## src/rtl/pe_num_pkg.sv

```systemverilog
// rtl/pe_num_pkg.sv - sign-magnitude word types and two's-complement conversion for the PE datapath
package pe_num_pkg;

  // PE operand magnitude width; the converter's SIZE tracks this value
  localparam int SM_SIZE = 4;
  localparam int SM_IN_W = SM_SIZE + 2;
  localparam logic [SM_SIZE-1:0] SM_MAG_MAX = '1;

  typedef struct packed {
    logic               sign;
    logic [SM_SIZE-1:0] mag;
  } sm_word_t;

  typedef struct packed {
    sm_word_t word;
    logic     sat;
  } sm_conv_t;

  // Magnitude is taken at full input width so the most negative input
  // does not wrap; anything above SM_MAG_MAX clamps and raises sat.
  function automatic sm_conv_t tc2sm(input logic [SM_IN_W-1:0] v);
    sm_conv_t           r;
    logic [SM_IN_W-1:0] m;
    m           = v[SM_IN_W-1] ? (~v + SM_IN_W'(1)) : v;
    r.word.sign = v[SM_IN_W-1];
    r.sat       = (m > SM_IN_W'(SM_MAG_MAX));
    r.word.mag  = r.sat ? SM_MAG_MAX : m[SM_SIZE-1:0];
    return r;
  endfunction

endpackage

```

## src/rtl/pe_pipe_reg.sv

```systemverilog
// rtl/pe_pipe_reg.sv - single valid/ready register slice
module pe_pipe_reg #(
  parameter int W = 8
) (
  input  logic         clk,
  input  logic         rst,
  input  logic         in_valid,
  output logic         in_ready,
  input  logic [W-1:0] in_data,
  output logic         out_valid,
  input  logic         out_ready,
  output logic [W-1:0] out_data
);

  logic         valid_q, valid_d;
  logic [W-1:0] data_q, data_d;

  // Slice may load when empty or when its current word leaves this cycle
  assign in_ready  = !valid_q || out_ready;
  assign out_valid = valid_q;
  assign out_data  = data_q;

  // Next state: data only moves on a real load so a stalled word holds
  always_comb begin
    valid_d = valid_q;
    data_d  = data_q;
    if (in_ready) begin
      valid_d = in_valid;
      if (in_valid) data_d = in_data;
    end
  end

  // State register, cleared asynchronously so in-flight words are dropped
  always_ff @(posedge clk or posedge rst) begin
    if (rst) begin
      valid_q <= 1'b0;
      data_q  <= '0;
    end else begin
      valid_q <= valid_d;
      data_q  <= data_d;
    end
  end

endmodule

```

## src/rtl/pe_tc2sm_pack.sv

```systemverilog
// rtl/pe_tc2sm_pack.sv - two-stage two's-complement to saturating sign-magnitude converter
module pe_tc2sm_pack
  import pe_num_pkg::*;
#(
  parameter int SIZE  = SM_SIZE,
  parameter int CNT_W = 16
) (
  input  logic             clk,
  input  logic             rst,
  input  logic             in_valid,
  output logic             in_ready,
  input  logic [SIZE+1:0]  in_data,
  output logic             out_valid,
  input  logic             out_ready,
  output logic             out_sign,
  output logic [SIZE-1:0]  out_mag,
  output logic             out_sat,
  input  logic             sat_clr,
  output logic [CNT_W-1:0] sat_count
);

  localparam int IN_W = SIZE + 2;
  localparam int OW   = SIZE + 2;

  logic            s1_valid, s2_in_ready;
  logic [IN_W-1:0] s1_data;
  logic [OW-1:0]   s2_in, s2_data;
  sm_conv_t        conv;
  logic            sat_xfer;
  logic [CNT_W-1:0] cnt_q, cnt_d;

  // S1 captures the raw two's-complement word
  pe_pipe_reg #(.W(IN_W)) u_s1 (
    .clk      (clk),
    .rst      (rst),
    .in_valid (in_valid),
    .in_ready (in_ready),
    .in_data  (in_data),
    .out_valid(s1_valid),
    .out_ready(s2_in_ready),
    .out_data (s1_data)
  );

  assign conv  = tc2sm(s1_data);
  assign s2_in = {conv.word.sign, conv.word.mag, conv.sat};

  // S2 holds the converted word presented downstream
  pe_pipe_reg #(.W(OW)) u_s2 (
    .clk      (clk),
    .rst      (rst),
    .in_valid (s1_valid),
    .in_ready (s2_in_ready),
    .in_data  (s2_in),
    .out_valid(out_valid),
    .out_ready(out_ready),
    .out_data (s2_data)
  );

  assign out_sign  = s2_data[OW-1];
  assign out_mag   = s2_data[SIZE:1];
  assign out_sat   = s2_data[0];
  assign sat_xfer  = out_valid && out_ready && out_sat;
  assign sat_count = cnt_q;

  // Saturation counter: clear wins but still counts a coincident saturated word
  always_comb begin
    cnt_d = cnt_q;
    if (sat_clr) begin
      cnt_d = CNT_W'(sat_xfer);
    end else if (sat_xfer && (cnt_q != '1)) begin
      cnt_d = cnt_q + CNT_W'(1);
    end
  end

  // Counter register
  always_ff @(posedge clk or posedge rst) begin
    if (rst) cnt_q <= '0;
    else     cnt_q <= cnt_d;
  end

endmodule

```

## config.mk

```make
export PLATFORM = sky130hd
export DESIGN_NAME = pe_tc2sm_pack
export DESIGN_NICKNAME = d
export VERILOG_FILES = /design/src/rtl/pe_num_pkg.sv /design/src/rtl/pe_pipe_reg.sv /design/src/rtl/pe_tc2sm_pack.sv
export SDC_FILE = /design/constraint.sdc
export NUM_CORES = 1
export LEC_CHECK = 0
export BUFFER_PORTS_ARGS = -buffer_cell sky130_fd_sc_hd__buf_2
export CORE_MARGIN = 4
export CORE_UTILIZATION = 53
export CTS_BUF_LIST = sky130_fd_sc_hd__clkbuf_16
export CTS_CLUSTER_SIZE = 30
export DETAILED_ROUTE_END_ITERATION = 10
export PLACE_DENSITY = 0.81
export SYNTH_ARGS = -nofsm -noshare
export SYNTH_HDL_FRONTEND = slang
export SYNTH_SLANG_ARGS = --single-unit
export TNS_END_PERCENT = 100
```

## constraint.sdc

```tcl
create_clock -name clk -period 2.1 [get_ports clk]
set_input_delay 0.315 -clock clk [delete_from_list [all_inputs] [get_ports clk]]
set_output_delay 0.315 -clock clk [all_outputs]
set_load 0.01 [all_outputs]
```

Yosys cells after proc, flatten, opt, wreduce, memory -nomap -nowiden

Cells that the tools add are included.

Register bits: 30
Input port bits: 11
Output and inout port bits: 24
Word-level logic and storage cells: 24

$add $sub $neg: 2
Magnitude comparators: 1
Equal/unequal tests: 1
Muxes and demuxes: 4
Bitwise logic cells: 1
Reductions and logical operators: 10

Operators with widths:

| kind                    | count |
|---|---|
| $mux W16                | 2 |
| $add A16 B1 Y16 const B | 1 |
| $ne A16 B16 Y1 const B  | 1 |
| $add A6 B1 Y6 const B   | 1 |
| $gt A6 B4 Y1 const B    | 1 |
| $mux W6                 | 1 |
| $not A6 Y6              | 1 |
| $mux W4                 | 1 |
| $reduce_and A2 Y1       | 2 |
| $logic_and A1 B1 Y1     | 3 |
| $logic_not A1 Y1        | 2 |
| $logic_or A1 B1 Y1      | 2 |
| $reduce_bool A2 Y1      | 1 |

Longest topological paths before layout

Word-level depth: 5
Gate-level depth with buffers: 6
Depth with buffers taken out: 6

By module

Synthesis repeated with hierarchy kept, for this count alone.

Cells, all modules: 154
Area, all modules: 1667.8 µm²

Modules (own cells, without submodules):

| module        | instances | cells an instance | area an instance (µm²) | seq. area each (µm²) |
|---|---|---|---|---|
| pe_tc2sm_pack | 1         | 120               | 1064.8                 | 400.4 |
| pe_pipe_reg   | 2         | 17                | 301.5                  | 175.2 |

Worst setup path after synthesis

OpenSTA, ideal clock, no wires.

Path kind: register to register
Start point: reg cnt_q[0], in the netlist sat_count[0]
End point: reg cnt_q[10], in the netlist sat_count[10]
Library setup time: 0.078 ns
Arrival: 1.687 ns
Data required time: 2.022 ns
Slack: 0.335 ns
Stages on the path, launching flop included: 6
Path buffers: 0
Period minus slack after synthesis: 1.765 ns
Path through: dfrtp_1 > ha_1 > nand4_2 > or3_4 > or4_1 > a21oi_1

Longest elaborated chain between the ends: 3
Elaborated cells between the ends (all ways): 6
Classes of those cells: add/sub: 1; eq/ne: 1; mux: 2; reduce/logical: 2

RTL lines:

| what                                                     | line                                     | source |
|---|---|---|
| from (decl)                                              | pe_tc2sm_pack.sv:30                      | `logic [CNT_W-1:0] cnt_q, cnt_d;` |
| from (signal assigned)                                   | pe_tc2sm_pack.sv:78                      | `else cnt_q <= cnt_d;` |
| $add A16 B1 Y16 / $ne A16 B16 Y1 (equally long branches) | pe_tc2sm_pack.sv:71, pe_tc2sm_pack.sv:70 |  |
| $mux W16 / $logic_and A1 B1 Y1 (equally long branches)   | pe_tc2sm_pack.sv:70                      | `end else if (sat_xfer && (cnt_q != '1)) begin` |
| $mux W16 / $reduce_bool A2 Y1 (equally long branches)    | n/a                                      |  |

Several ways; a longest one is shown, not always the timed one. The select of a mux whose other input is x is not followed.
A chain may end at the register's enable or synchronous reset.

Final worst setup path

Start point: reg u_s1.data_q[0], in the netlist u_s1.out_data[0]
End point: reg u_s2.data_q[1], in the netlist u_s2.out_data[1]

Longest elaborated chain between the ends: 5

RTL lines:

| what                   | line              | source |
|---|---|---|
| from (decl)            | pe_pipe_reg.sv:16 | `logic [W-1:0] data_q, data_d;` |
| from (signal assigned) | pe_pipe_reg.sv:40 | `data_q <= data_d;` |
| $not A6 Y6             | pe_num_pkg.sv:24  | `m = v[SM_IN_W-1] ? (~v + SM_IN_W'(1)) : v;` |
| $add A6 B1 Y6          | pe_num_pkg.sv:24  |  |
| $mux W6 *              | pe_num_pkg.sv:24  |  |
| $gt A6 B4 Y1           | pe_num_pkg.sv:26  | `r.sat = (m > SM_IN_W'(SM_MAG_MAX));` |
| $mux W4 *              | pe_num_pkg.sv:27  | `r.word.mag = r.sat ? SM_MAG_MAX : m[SM_SIZE-1:0];` |
| to (signal assigned)   | pe_pipe_reg.sv:40 |  |
| to (decl)              | pe_pipe_reg.sv:16 |  |

Every way passes the cells marked *; elsewhere a longest branch is shown, timed or not.

==> results.ini <==
[power]
p_total_mw=1.61
ir_drop_mv=0.668
p_per_area_nw_per_um2=841
leakage_nw=0.849

[clock_tree]
hold_buffers=0
cts_resized=0
post_cts_buffers=0
htreeDepth=2
insertion_delay_ns=0.27
clock_tree.root_cell=clkbuf_16
cts_tree=yes
cts_sinks=30
clk_pin_slew_ns=0.05
clock_path_buffers=2
numCtsBuffers=5

[setup_path]
path_cells=inv_1 > ha_1 > or3b_2 > and3_1 > o31a_1 > a21oi_1
critical_path_class=register to register
worstSetupStartpointType=register
critPathBufInv=1
cp_max_fo=5
slowest_delay_ns=0.46
reg2reg_from=u_s1.out_data[0]
crit_slowest_cell=or3b_2
crit_required_ns=2.29
arrival_ns=2.10
crit_family=simple AND/OR/NAND/NOR gates
crit_start=u_s1.out_data[0]
end_kind=register
reg2reg_slack_ns=0.19

[placed_design]
gp_congestion=0.839
dp_hpwl_mm=2.47
numPortBuffers=34

[timing]
fmax_ghz=0.523
slew_violations=0
final-setup-viol-count=0
totalNegativeSetupSlack_ns=0
relSlewSlack_pct=66.0
tightest_slew_ns=0.506
rsz0062_at_grt=false
fin_skew_ns=0.00377
finalCritPeriodShare_pct=91.1
final_hold_viol_count=0
min_period_ns=1.91

[flow_run]
maxCapViolCount=0

[synthesis]
synth_nets=168
yosysSeqAreaShare_pct=47.8
ys_types=42
syn_avg_cell_area_um2=10.1
synth_top_area_share_pct=47.8
synthArstFlopShare_pct=100
synth_enable_flop_cells=0
syn_area_um2=1570
synth_warnings=0
synth.top_cells.by_area=dfrtp_1 (48%), mux2_2 (6.5%), a21oi_1 (4.8%)
syn_inst=155
synth-seq-cells=30
yosys_most_used_dff=dfrtp_1
synth.largest_area_cell=dfrtp_1

[global_routing]
grt_use_total_pct=19.1
grt_max_degree=31
grt_pass1_vias=1319
grt_antenna_before_repair=0
grt_overflow=0
grt_pass1_wl_mm=6.04

[die]
die_y_um=62.4
core_um2=2810
start_util_pct=56.0
die_x_um=62.4
die_area_um2=3900
rows=19
pin_count=35

[layout]
layout.nets=206
fillers=220
antenna_cells=0
layout_common_cells=buf_2 (34), dfrtp_1 (30), a21oi_1 (15)
regArea_um2=751
drive_above_1_share_pct=33.5
multi_input_area_um2=773
syn2layout_area_growth_pct=21.8
final_common_cell=buf_2

[routing]
dr.pass1.iters=4
avgRoutedWirePerCell_um=15.2
drt_iter0_drc=116
post-route-drc-count=0
num_vias=1357
ant_nets=0
wirelength_mm=3.43
vias_per_cell=6.03

[hold_path]
hp-class=primary input to async pin

[run_status]
status=finished, final reports clean

## where the power goes
part	leakage (nW)	internal, mW	switching, mW
registers	0.375	0.640	0.0529
logic	0.406	0.112	0.140
clock network	0.0672	0.431	0.233
total	0.849	1.18	0.425
## path summary, 6_finish.rpt
| check | cells after the start | to |
|---|---|---|
| worst max-delay path | 6 | u_s2.out_data[1] |
| worst min-delay path | 3 | u_s2.out_data[3] |
| worst max register to register | 6 | u_s2.out_data[1] |
| worst min register to register | 1 | u_s2.out_valid |
| max in group asynchronous | 3 | u_s1.out_valid |
| min in group clk | 2 | u_s1.out_valid |
## kinds of logic after synthesis
logic type	count (synthesis)	share of synthesized area, %
and+or+nand+nor	69	27.7
AOI/OAI and AO/OA	31	11.7
xor gates and xnor gates	2	1.12
adders and majority gates	2	1.59
muxes	10	7.09
buffers and inverters	11	2.95
DFF	30	47.8
## worst reg2reg max path: cells and delay by family (launching register included)
family,cells,cell delay [ns]
DFF,1,0.38
and+or+nand+nor,2,0.65
AOI/OAI and AO/OA,2,0.52
buffers and inverters,1,0.10
adders and majority gates,1,0.18
## synthesized netlist by cell type (2+ instances only)
| library cell | count |
|---|---|
| mux2_2 | 9 |
| nor2_1 | 10 |
| ha_1 | 2 |
| dfrtp_1 | 30 |
| nor3_1 | 5 |
| or3_1 | 4 |
| clkbuf_1 | 3 |
| nand2_1 | 6 |
| nor4_1 | 2 |
| nor2b_1 | 5 |
| and4_1 | 2 |
| nand4_1 | 4 |
| nand3_1 | 6 |
| o31ai_1 | 6 |
| inv_1 | 6 |
| and3_1 | 2 |
| or4_2 | 3 |
| a21oi_1 | 15 |
| or4_1 | 3 |
| nand2b_1 | 4 |
| o21ai_0 | 6 |
| nand4_2 | 2 |
## metal layers
metal / vias up / GRT usage, % / part of all wire, %
met5: - / 0 / 0
li1: 655 / - / -
met4: 0 / 6.06 / 0.61
met3: 4 / 4.68 / 5.1
met1: 653 / 23.6 / 43
met2: 45 / 32.9 / 51
## flip-flops by register name, summed over array words and instances (netlist names)
register and count:
u_s1.out_data 6, u_s1.out_valid 1, u_s2.out_data 6, sat_count 16, u_s2.out_valid 1
## area by class of cell
cell class              count  area share, %
well taps                  31           2.03
repair buffers             36           9.69
flip-flops and latches     30           39.3
clock buffers               5           6.54
inverters                   6           1.18
clock inverters             3          0.851
multi-input cells         114           40.4
## through the flow
stage / cell area [um2] / hold WS (ns) / std cells / util (%) / worst slack [ns]
floorplan: 1570 / 0.406 / 155 / - / 0.335
global placement: 1770 / 0.395 / 217 / 63.1 / 0.283
detailed placement: 1770 / 0.406 / 217 / 63.1 / 0.217
CTS: 1910 / 0.123 / 225 / 68.2 / 0.174
global route: 1910 / 0.171 / 225 / 68.2 / 0.0856
finish: 1910 / 0.107 / 225 / 68.2 / 0.186
No activity file was read; power rests on OpenSTA's default activity.
